File: src/rtl/disp_pkg.sv
// Shared definitions for the 4-digit multiplexed 7-segment display interface.
// Segment encodings (active-low, bit6=g .. bit0=a) match the display driver's
// encoder; select codes are active-low one-cold.
package disp_pkg;

    localparam int unsigned SEG_W = 7;
    localparam int unsigned SEL_W = 4;
    localparam int unsigned BCD_W = 4;

    localparam logic [SEG_W-1:0] SEG_0   = 7'b1000000;
    localparam logic [SEG_W-1:0] SEG_1   = 7'b1111001;
    localparam logic [SEG_W-1:0] SEG_2   = 7'b0100100;
    localparam logic [SEG_W-1:0] SEG_3   = 7'b0110000;
    localparam logic [SEG_W-1:0] SEG_4   = 7'b0011001;
    localparam logic [SEG_W-1:0] SEG_5   = 7'b0010010;
    localparam logic [SEG_W-1:0] SEG_6   = 7'b0000010;
    localparam logic [SEG_W-1:0] SEG_7   = 7'b1111000;
    localparam logic [SEG_W-1:0] SEG_8   = 7'b0000000;
    localparam logic [SEG_W-1:0] SEG_9   = 7'b0010000;
    // Error glyph the driver shows for out-of-range input; never a digit.
    localparam logic [SEG_W-1:0] SEG_ERR = 7'b1000001;

    localparam logic [SEL_W-1:0] SEL_MIN0  = 4'b0111;
    localparam logic [SEL_W-1:0] SEL_MIN1  = 4'b1011;
    localparam logic [SEL_W-1:0] SEL_HOUR0 = 4'b1101;
    localparam logic [SEL_W-1:0] SEL_HOUR1 = 4'b1110;

    typedef enum logic [1:0] {
        IDLE    = 2'd0,
        COLLECT = 2'd1,
        COMMIT  = 2'd2
    } state_t;

    typedef struct packed {
        logic [1:0] hour1;
        logic [3:0] hour0;
        logic [2:0] min1;
        logic [3:0] min0;
    } clock_digits_t;

endpackage

File: src/rtl/seg7_to_bcd.sv
// Combinational 7-segment (active-low) to BCD decoder, inverse of the driver encoder.
//   seg     : segment lines, bit6=g .. bit0=a
//   value_c : decoded digit 0..9 (0 when invalid)
//   valid_c : pattern is one of the ten digit glyphs
module seg7_to_bcd
    import disp_pkg::*;
(
    input  logic [SEG_W-1:0] seg,
    output logic [BCD_W-1:0] value_c,
    output logic             valid_c
);

    always_comb begin
        value_c = '0;
        valid_c = 1'b1;
        case (seg)
            SEG_0:   value_c = 4'd0;
            SEG_1:   value_c = 4'd1;
            SEG_2:   value_c = 4'd2;
            SEG_3:   value_c = 4'd3;
            SEG_4:   value_c = 4'd4;
            SEG_5:   value_c = 4'd5;
            SEG_6:   value_c = 4'd6;
            SEG_7:   value_c = 4'd7;
            SEG_8:   value_c = 4'd8;
            SEG_9:   value_c = 4'd9;
            SEG_ERR: valid_c = 1'b0;
            default: valid_c = 1'b0;
        endcase
    end

endmodule

File: src/rtl/disp_scan_decoder.sv
// Loopback monitor for the multiplexed 4-digit 7-segment clock display.
// Captures settled digits, assembles a frame, and publishes hour1/hour0/min1/min0
// atomically when a complete error-free frame has been seen.
//   clk, rst_n           : clock, async active-low reset
//   disp_num/sel/dot     : raw display lines (active-low), synchronised internally
//   hour1..min0          : last committed time
//   time_valid           : outputs hold a complete, current frame
//   frame_done           : one-cycle pulse on output update
//   err_seg/sel/dot/range: sticky error flags, cleared by err_clr
module disp_scan_decoder
    import disp_pkg::*;
#(
    parameter int unsigned SETTLE    = 4,
    parameter int unsigned TIMEOUT_W = 20
) (
    input  logic             clk,
    input  logic             rst_n,
    input  logic [SEG_W-1:0] disp_num,
    input  logic [SEL_W-1:0] disp_sel,
    input  logic             disp_dot,
    output logic [1:0]       hour1,
    output logic [3:0]       hour0,
    output logic [2:0]       min1,
    output logic [3:0]       min0,
    output logic             time_valid,
    output logic             frame_done,
    output logic             err_seg,
    output logic             err_sel,
    output logic             err_dot,
    output logic             err_range,
    input  logic             err_clr
);

    localparam int unsigned          CNT_W   = $clog2(SETTLE + 1);
    localparam logic [CNT_W-1:0]     CNT_MAX = CNT_W'(SETTLE);
    localparam logic [TIMEOUT_W-1:0] WD_MAX  = '1;

    // Two-flop synchroniser plus a one-cycle-delayed copy for change detection.
    // Reset to the idle (all-off) levels of the display lines.
    logic [SEG_W-1:0] num_s1, num_s2, num_q;
    logic [SEL_W-1:0] sel_s1, sel_s2, sel_q;
    logic             dot_s1, dot_s2;

    always_ff @(posedge clk or negedge rst_n) begin
        if (!rst_n) begin
            num_s1 <= '1;
            num_s2 <= '1;
            num_q  <= '1;
            sel_s1 <= '1;
            sel_s2 <= '1;
            sel_q  <= '1;
            dot_s1 <= 1'b1;
            dot_s2 <= 1'b1;
        end else begin
            num_s1 <= disp_num;
            num_s2 <= num_s1;
            num_q  <= num_s2;
            sel_s1 <= disp_sel;
            sel_s2 <= sel_s1;
            sel_q  <= sel_s2;
            dot_s1 <= disp_dot;
            dot_s2 <= dot_s1;
        end
    end

    // Settle counter: capture fires once as it saturates at SETTLE.
    logic [CNT_W-1:0] settle_cnt;
    logic             changed_c;
    logic             capture_c;

    assign changed_c = (num_s2 != num_q) || (sel_s2 != sel_q);
    assign capture_c = !changed_c && (settle_cnt == CNT_MAX - CNT_W'(1));

    always_ff @(posedge clk or negedge rst_n) begin
        if (!rst_n) begin
            settle_cnt <= '0;
        end else if (changed_c) begin
            settle_cnt <= '0;
        end else if (settle_cnt != CNT_MAX) begin
            settle_cnt <= settle_cnt + CNT_W'(1);
        end
    end

    logic [BCD_W-1:0] dec_val_c;
    logic             dec_ok_c;

    seg7_to_bcd u_dec (
        .seg     (num_s2),
        .value_c (dec_val_c),
        .valid_c (dec_ok_c)
    );

    // Frame state
    state_t                 state, state_d;
    logic [3:0]             mask, mask_d;
    logic                   frame_bad, frame_bad_d;
    clock_digits_t          shadow, shadow_d;
    clock_digits_t          disp_q, disp_d;
    logic                   time_valid_d, frame_done_d;
    logic                   err_seg_d, err_sel_d, err_dot_d, err_range_d;
    logic [TIMEOUT_W-1:0]   wd, wd_d;
    logic                   seg_set, sel_set, dot_set, range_set;

    always_ff @(posedge clk or negedge rst_n) begin
        if (!rst_n) begin
            state      <= IDLE;
            mask       <= '0;
            frame_bad  <= 1'b0;
            shadow     <= '0;
            disp_q     <= '0;
            time_valid <= 1'b0;
            frame_done <= 1'b0;
            err_seg    <= 1'b0;
            err_sel    <= 1'b0;
            err_dot    <= 1'b0;
            err_range  <= 1'b0;
            wd         <= '0;
        end else begin
            state      <= state_d;
            mask       <= mask_d;
            frame_bad  <= frame_bad_d;
            shadow     <= shadow_d;
            disp_q     <= disp_d;
            time_valid <= time_valid_d;
            frame_done <= frame_done_d;
            err_seg    <= err_seg_d;
            err_sel    <= err_sel_d;
            err_dot    <= err_dot_d;
            err_range  <= err_range_d;
            wd         <= wd_d;
        end
    end

    // Next-state: capture handling, commit/discard, watchdog timeout.
    always_comb begin
        state_d      = state;
        mask_d       = mask;
        frame_bad_d  = frame_bad;
        shadow_d     = shadow;
        disp_d       = disp_q;
        time_valid_d = time_valid;
        frame_done_d = 1'b0;
        wd_d         = wd;
        seg_set      = 1'b0;
        sel_set      = 1'b0;
        dot_set      = 1'b0;
        range_set    = 1'b0;

        if (capture_c) begin
            wd_d = '0;
        end else if (wd != WD_MAX) begin
            wd_d = wd + TIMEOUT_W'(1);
        end

        // Commit clears the frame first so a same-cycle capture starts the next one.
        if (state == COMMIT) begin
            if (!frame_bad) begin
                disp_d       = shadow;
                frame_done_d = 1'b1;
                time_valid_d = 1'b1;
            end else begin
                time_valid_d = 1'b0;
            end
            mask_d      = '0;
            frame_bad_d = 1'b0;
        end

        if (capture_c) begin
            case (sel_s2)
                SEL_HOUR1: begin
                    shadow_d.hour1 = 2'(dec_val_c);
                    mask_d[3]      = 1'b1;
                    range_set      = dec_val_c > 4'd2;
                end
                SEL_HOUR0: begin
                    shadow_d.hour0 = dec_val_c;
                    mask_d[2]      = 1'b1;
                end
                SEL_MIN1: begin
                    shadow_d.min1 = 3'(dec_val_c);
                    mask_d[1]     = 1'b1;
                    range_set     = dec_val_c > 4'd5;
                end
                SEL_MIN0: begin
                    shadow_d.min0 = dec_val_c;
                    mask_d[0]     = 1'b1;
                end
                default: sel_set = 1'b1;
            endcase
            if (!sel_set) begin
                seg_set = !dec_ok_c;
                // Dot is lit (low) only between hours and minutes.
                dot_set = dot_s2 != (sel_s2 != SEL_HOUR0);
                if (seg_set || range_set) begin
                    frame_bad_d = 1'b1;
                end
            end
        end

        case (state)
            IDLE:    if (capture_c) state_d = COLLECT;
            COLLECT: if (mask == 4'hF) state_d = COMMIT;
            COMMIT:  state_d = COLLECT;
            default: state_d = IDLE;
        endcase

        // Stale display: drop validity and the partial frame, keep outputs.
        if (wd == WD_MAX && !capture_c) begin
            state_d      = IDLE;
            mask_d       = '0;
            frame_bad_d  = 1'b0;
            time_valid_d = 1'b0;
        end

        err_seg_d   = err_clr ? 1'b0 : (err_seg   | seg_set);
        err_sel_d   = err_clr ? 1'b0 : (err_sel   | sel_set);
        err_dot_d   = err_clr ? 1'b0 : (err_dot   | dot_set);
        err_range_d = err_clr ? 1'b0 : (err_range | range_set);
    end

    assign hour1 = disp_q.hour1;
    assign hour0 = disp_q.hour0;
    assign min1  = disp_q.min1;
    assign min0  = disp_q.min0;

endmodule

File: config.mk
export PLATFORM = sky130hd
export DESIGN_NAME = disp_scan_decoder
export DESIGN_NICKNAME = d
export VERILOG_FILES = /design/src/rtl/disp_pkg.sv /design/src/rtl/seg7_to_bcd.sv /design/src/rtl/disp_scan_decoder.sv
export SDC_FILE = /design/constraint.sdc
export NUM_CORES = 1
export LEC_CHECK = 0
export BUFFER_PORTS_ARGS = -buffer_cell sky130_fd_sc_hd__buf_2
export CAP_MARGIN = 20
export CORE_MARGIN = 2
export CORE_UTILIZATION = 50
export CTS_BUF_LIST = sky130_fd_sc_hd__clkbuf_8
export DETAILED_ROUTE_END_ITERATION = 12
export MAX_ROUTING_LAYER = met4
export PLACE_DENSITY_LB_ADDON = 0.05
export SKIP_LAST_GASP = 1
export SLEW_MARGIN = 5
export SYNTH_ARGS = -nofsm -noshare
export SYNTH_HDL_FRONTEND = slang
export SYNTH_SLANG_ARGS = --single-unit
File: constraint.sdc
create_clock -name clk -period 2.94 [get_ports clk]
set_clock_uncertainty 0.15 [all_clocks]
set_input_delay 0.588 -clock clk [delete_from_list [all_inputs] [get_ports clk]]
set_output_delay 0.588 -clock clk [all_outputs]
set_load 0.03 [all_outputs]
==> flow_metrics.env <==
export IMPL_status="finished, final reports clean"
export IMPL_syn_avg_cell_area_um2=12.4
export IMPL_area_delta_synth_final_pct=9.56
export IMPL_crit_fanout=9
export IMPL_drive_above_1_share=0.311
export IMPL_tns_ns=0
export IMPL_syn_nets=363
export IMPL_synth_top_family_by_area="simple AND/OR/NAND/NOR gates"
export IMPL_cts_hold_buf=0
export IMPL_dr_pass1_iters=4
export IMPL_wirelength_um=7630
export IMPL_setup_worst_path_start_class="register"
export IMPL_synthCells=344
export IMPL_clkTransAtPathRegs_ns=0.10
export IMPL_relSlewSlack=0.559
export IMPL_ir_drop_uv=319
export IMPL_ant_nets=0
export IMPL_power_frac_seq=0.613
export IMPL_yosys_area_share_simple=0.162
export IMPL_synthAdderAreaFrac=0.0117
export IMPL_cts_buffers=9
export IMPL_wl_per_cell_um=15.8
export IMPL_synthXorXnorAreaFrac=0.0689
export IMPL_cts_tree="yes"
export IMPL_ys_async_sr_fraction=1.00
export IMPL_swShare=0.244
export IMPL_hold_viol_final=0
export IMPL_maxCapViolations=0
export IMPL_reg2reg_slack_ns=0.60
export IMPL_synthFlopType="dfrtp_1"
export IMPL_cp_data_arrival_time_ns=2.44
export IMPL_muxShareOfSynthArea=0.0800
export IMPL_placementRows=33
export IMPL_post_cts_buffers=0
export IMPL_root_buffer="clkbuf_8"
export IMPL_p_int_mw=1.74
export IMPL_die_h_um=96.4
export IMPL_drc_errors=0
export IMPL_crit_required_ns=3.03
export IMPL_synth_seq_area_share=0.579
export IMPL_start_util=0.517
export IMPL_clk_latency_ns=0.36
export IMPL_slew_viol_final=0
export IMPL_grt_pass1_wl_um=12700
export IMPL_clock_fmax_mhz=427
export IMPL_min_path_type="input port to async pin"
export IMPL_period_minus_slack_ns=2.34
export IMPL_synth_seq_cells=97
export IMPL_setup_viol=0
export IMPL_vias=2577
export IMPL_post_dp_hpwl_um=5300
export IMPL_drt_iter0_drc=156
export IMPL_numPortBuffers=33
export IMPL_htreeDepth=3
export IMPL_yosys_area_top_type="dfrtp_1"
export IMPL_place_gp_congestion=0.792
export IMPL_synth_compound_area_share=0.0648
export IMPL_dieArea_um2=9290
export IMPL_overflow=0
export IMPL_fin_crit_sh=0.797
export IMPL_ctsResizeCount=0
export IMPL_p_total_mw=2.30
export IMPL_worst_slew_pin_transition_ns=0.659
export IMPL_crit_type="register to register"
export IMPL_core_area_um2=8260
export IMPL_synth_area_leaders="dfrtp_1 (36%), dfstp_2 (22%), xnor2_1 (3.5%)"
export IMPL_ioPinCount=34
export IMPL_r2r_start="num_s2[2]"
export IMPL_synthTopCellsByCount="dfrtp_1 (62), dfstp_2 (35), nor2_1 (24)"
export IMPL_grt_setup_unrepaired="false"
export IMPL_powerDensity_nw_per_um2=492
export IMPL_share_comb_of_total_power=0.043
export IMPL_synth_area_um2=4270
export IMPL_dp_cells=468
export IMPL_antenna_found_initial=0
export IMPL_cts_sinks=97
export IMPL_ys_warn_count=0
export IMPL_die_w_um=96.4
export IMPL_instances_no_fill=484
export IMPL_via_per_inst=5.32
export IMPL_grt_pass1_vias=2484
export IMPL_synth_most_common_cell="dfrtp_1"
export IMPL_worstRegToRegCells=6
export IMPL_synth_edf_count=0
export IMPL_grt_max_degree=54
export IMPL_grtUsageTotal=0.188
export IMPL_max_clock_path_buffers=2
export IMPL_p_leak_nw=2.17
export IMPL_r2r_end="shadow[6]"
export IMPL_switchingPower_mw=0.560
export IMPL_end_kind="register"
export IMPL_yosys_area_top_type_share=0.364
export IMPL_diodes=0
export IMPL_synthDistinctLibCells=59
export IMPL_fin_nets=393
export IMPL_clock_power_share=0.344
[worst max-delay path by stage]
stage	startpoint	end	depth (start not counted)
final	num_s2[2]	shadow[6]	6
after global routing	num_s2[4]	state[1]	6
after CTS	num_s2[2]	shadow[6]	6
after detailed placement	num_s2[2]	shadow[1]	5
after global placement	num_s2[2]	shadow[4]	6
after floorplan	sel_s2[1]	shadow[4]	7
[kinds of logic after synthesis]
kind of cell | after synthesis
simple gates | 114
flops | 97
compound gates | 45
mux | 29
xor+xnor | 28
buf+inv | 27
fa+ha+maj | 4
[final cells by class]
type	instances	area [um^2]
well taps	105	131
fillers	714	3580
multi-input cells	220	1650
repair buffers	37	210
flip-flops and latches	97	2470
clock inverters	7	52.6
inverters	9	33.8
clock buffers	9	124
[registers in the layout, indices dropped and copies added, names as in the netlist, 2 cells and up]
name and count:
settle_cnt 3, hour0 4, num_s1 7, wd 20, num_q 7, num_s2 7
sel_s1 4, shadow 13, hour1 2, sel_s2 4, mask 4, min0 4
state 2, min1 3, sel_q 4
[worst max-delay path, stage by stage (launching register included)]
cell and delay, ns:
dfstp_2 0.62, xnor2_1 0.22, nand4_2 0.18, nor4_4 0.39, buf_4 0.24, nand3_4 0.12, mux2_4 0.31
[power by group through the flow]
stage | clock network, mW | registers (mW) | logic (mW)
after floorplan | 0 | 1.41 | 0.0721
after global placement | 0 | 1.43 | 0.100
after detailed placement | 0 | 1.44 | 0.100
after CTS | 0.823 | 1.41 | 0.101
after global routing | 0.884 | 1.42 | 0.112
final | 0.790 | 1.41 | 0.0985
[metal layers]
metal / share of wire / wire [um] / track usage
met1: 0.51 / 3920 / 0.276
met2: 0.44 / 3350 / 0.262
met5: 0 / 0 / -
met3: 0.035 / 268 / 0.0334
met4: 0.011 / 87 / 0.0739
[stage by stage]
stage,instance area (um^2),hold slack (ns),utilization,worst slack [ns]
floorplan,4270,0.142,-,0.816
global placement,4500,0.196,0.545,0.594
detailed placement,4500,0.197,0.545,0.580
CTS,4680,0.0781,0.566,0.566
global route,4680,0.0983,0.566,0.426
finish,4680,0.0821,0.566,0.597
[cell usage in the layout (no fill, tap or decap), types with 7 or more instances in the layout]
master     n
o21ai_0    8
dfrtp_1   62
xnor2_1   17
nand2_1   17
inv_1     10
nand3_1   12
nor2_1    24
a21oi_1   16
nor3_1     7
buf_2     32
mux2_2    10
nand4_1   10
mux2_1    11
clkbuf_8   9
dfstp_2   35
(Power assumes the default switching activity.)
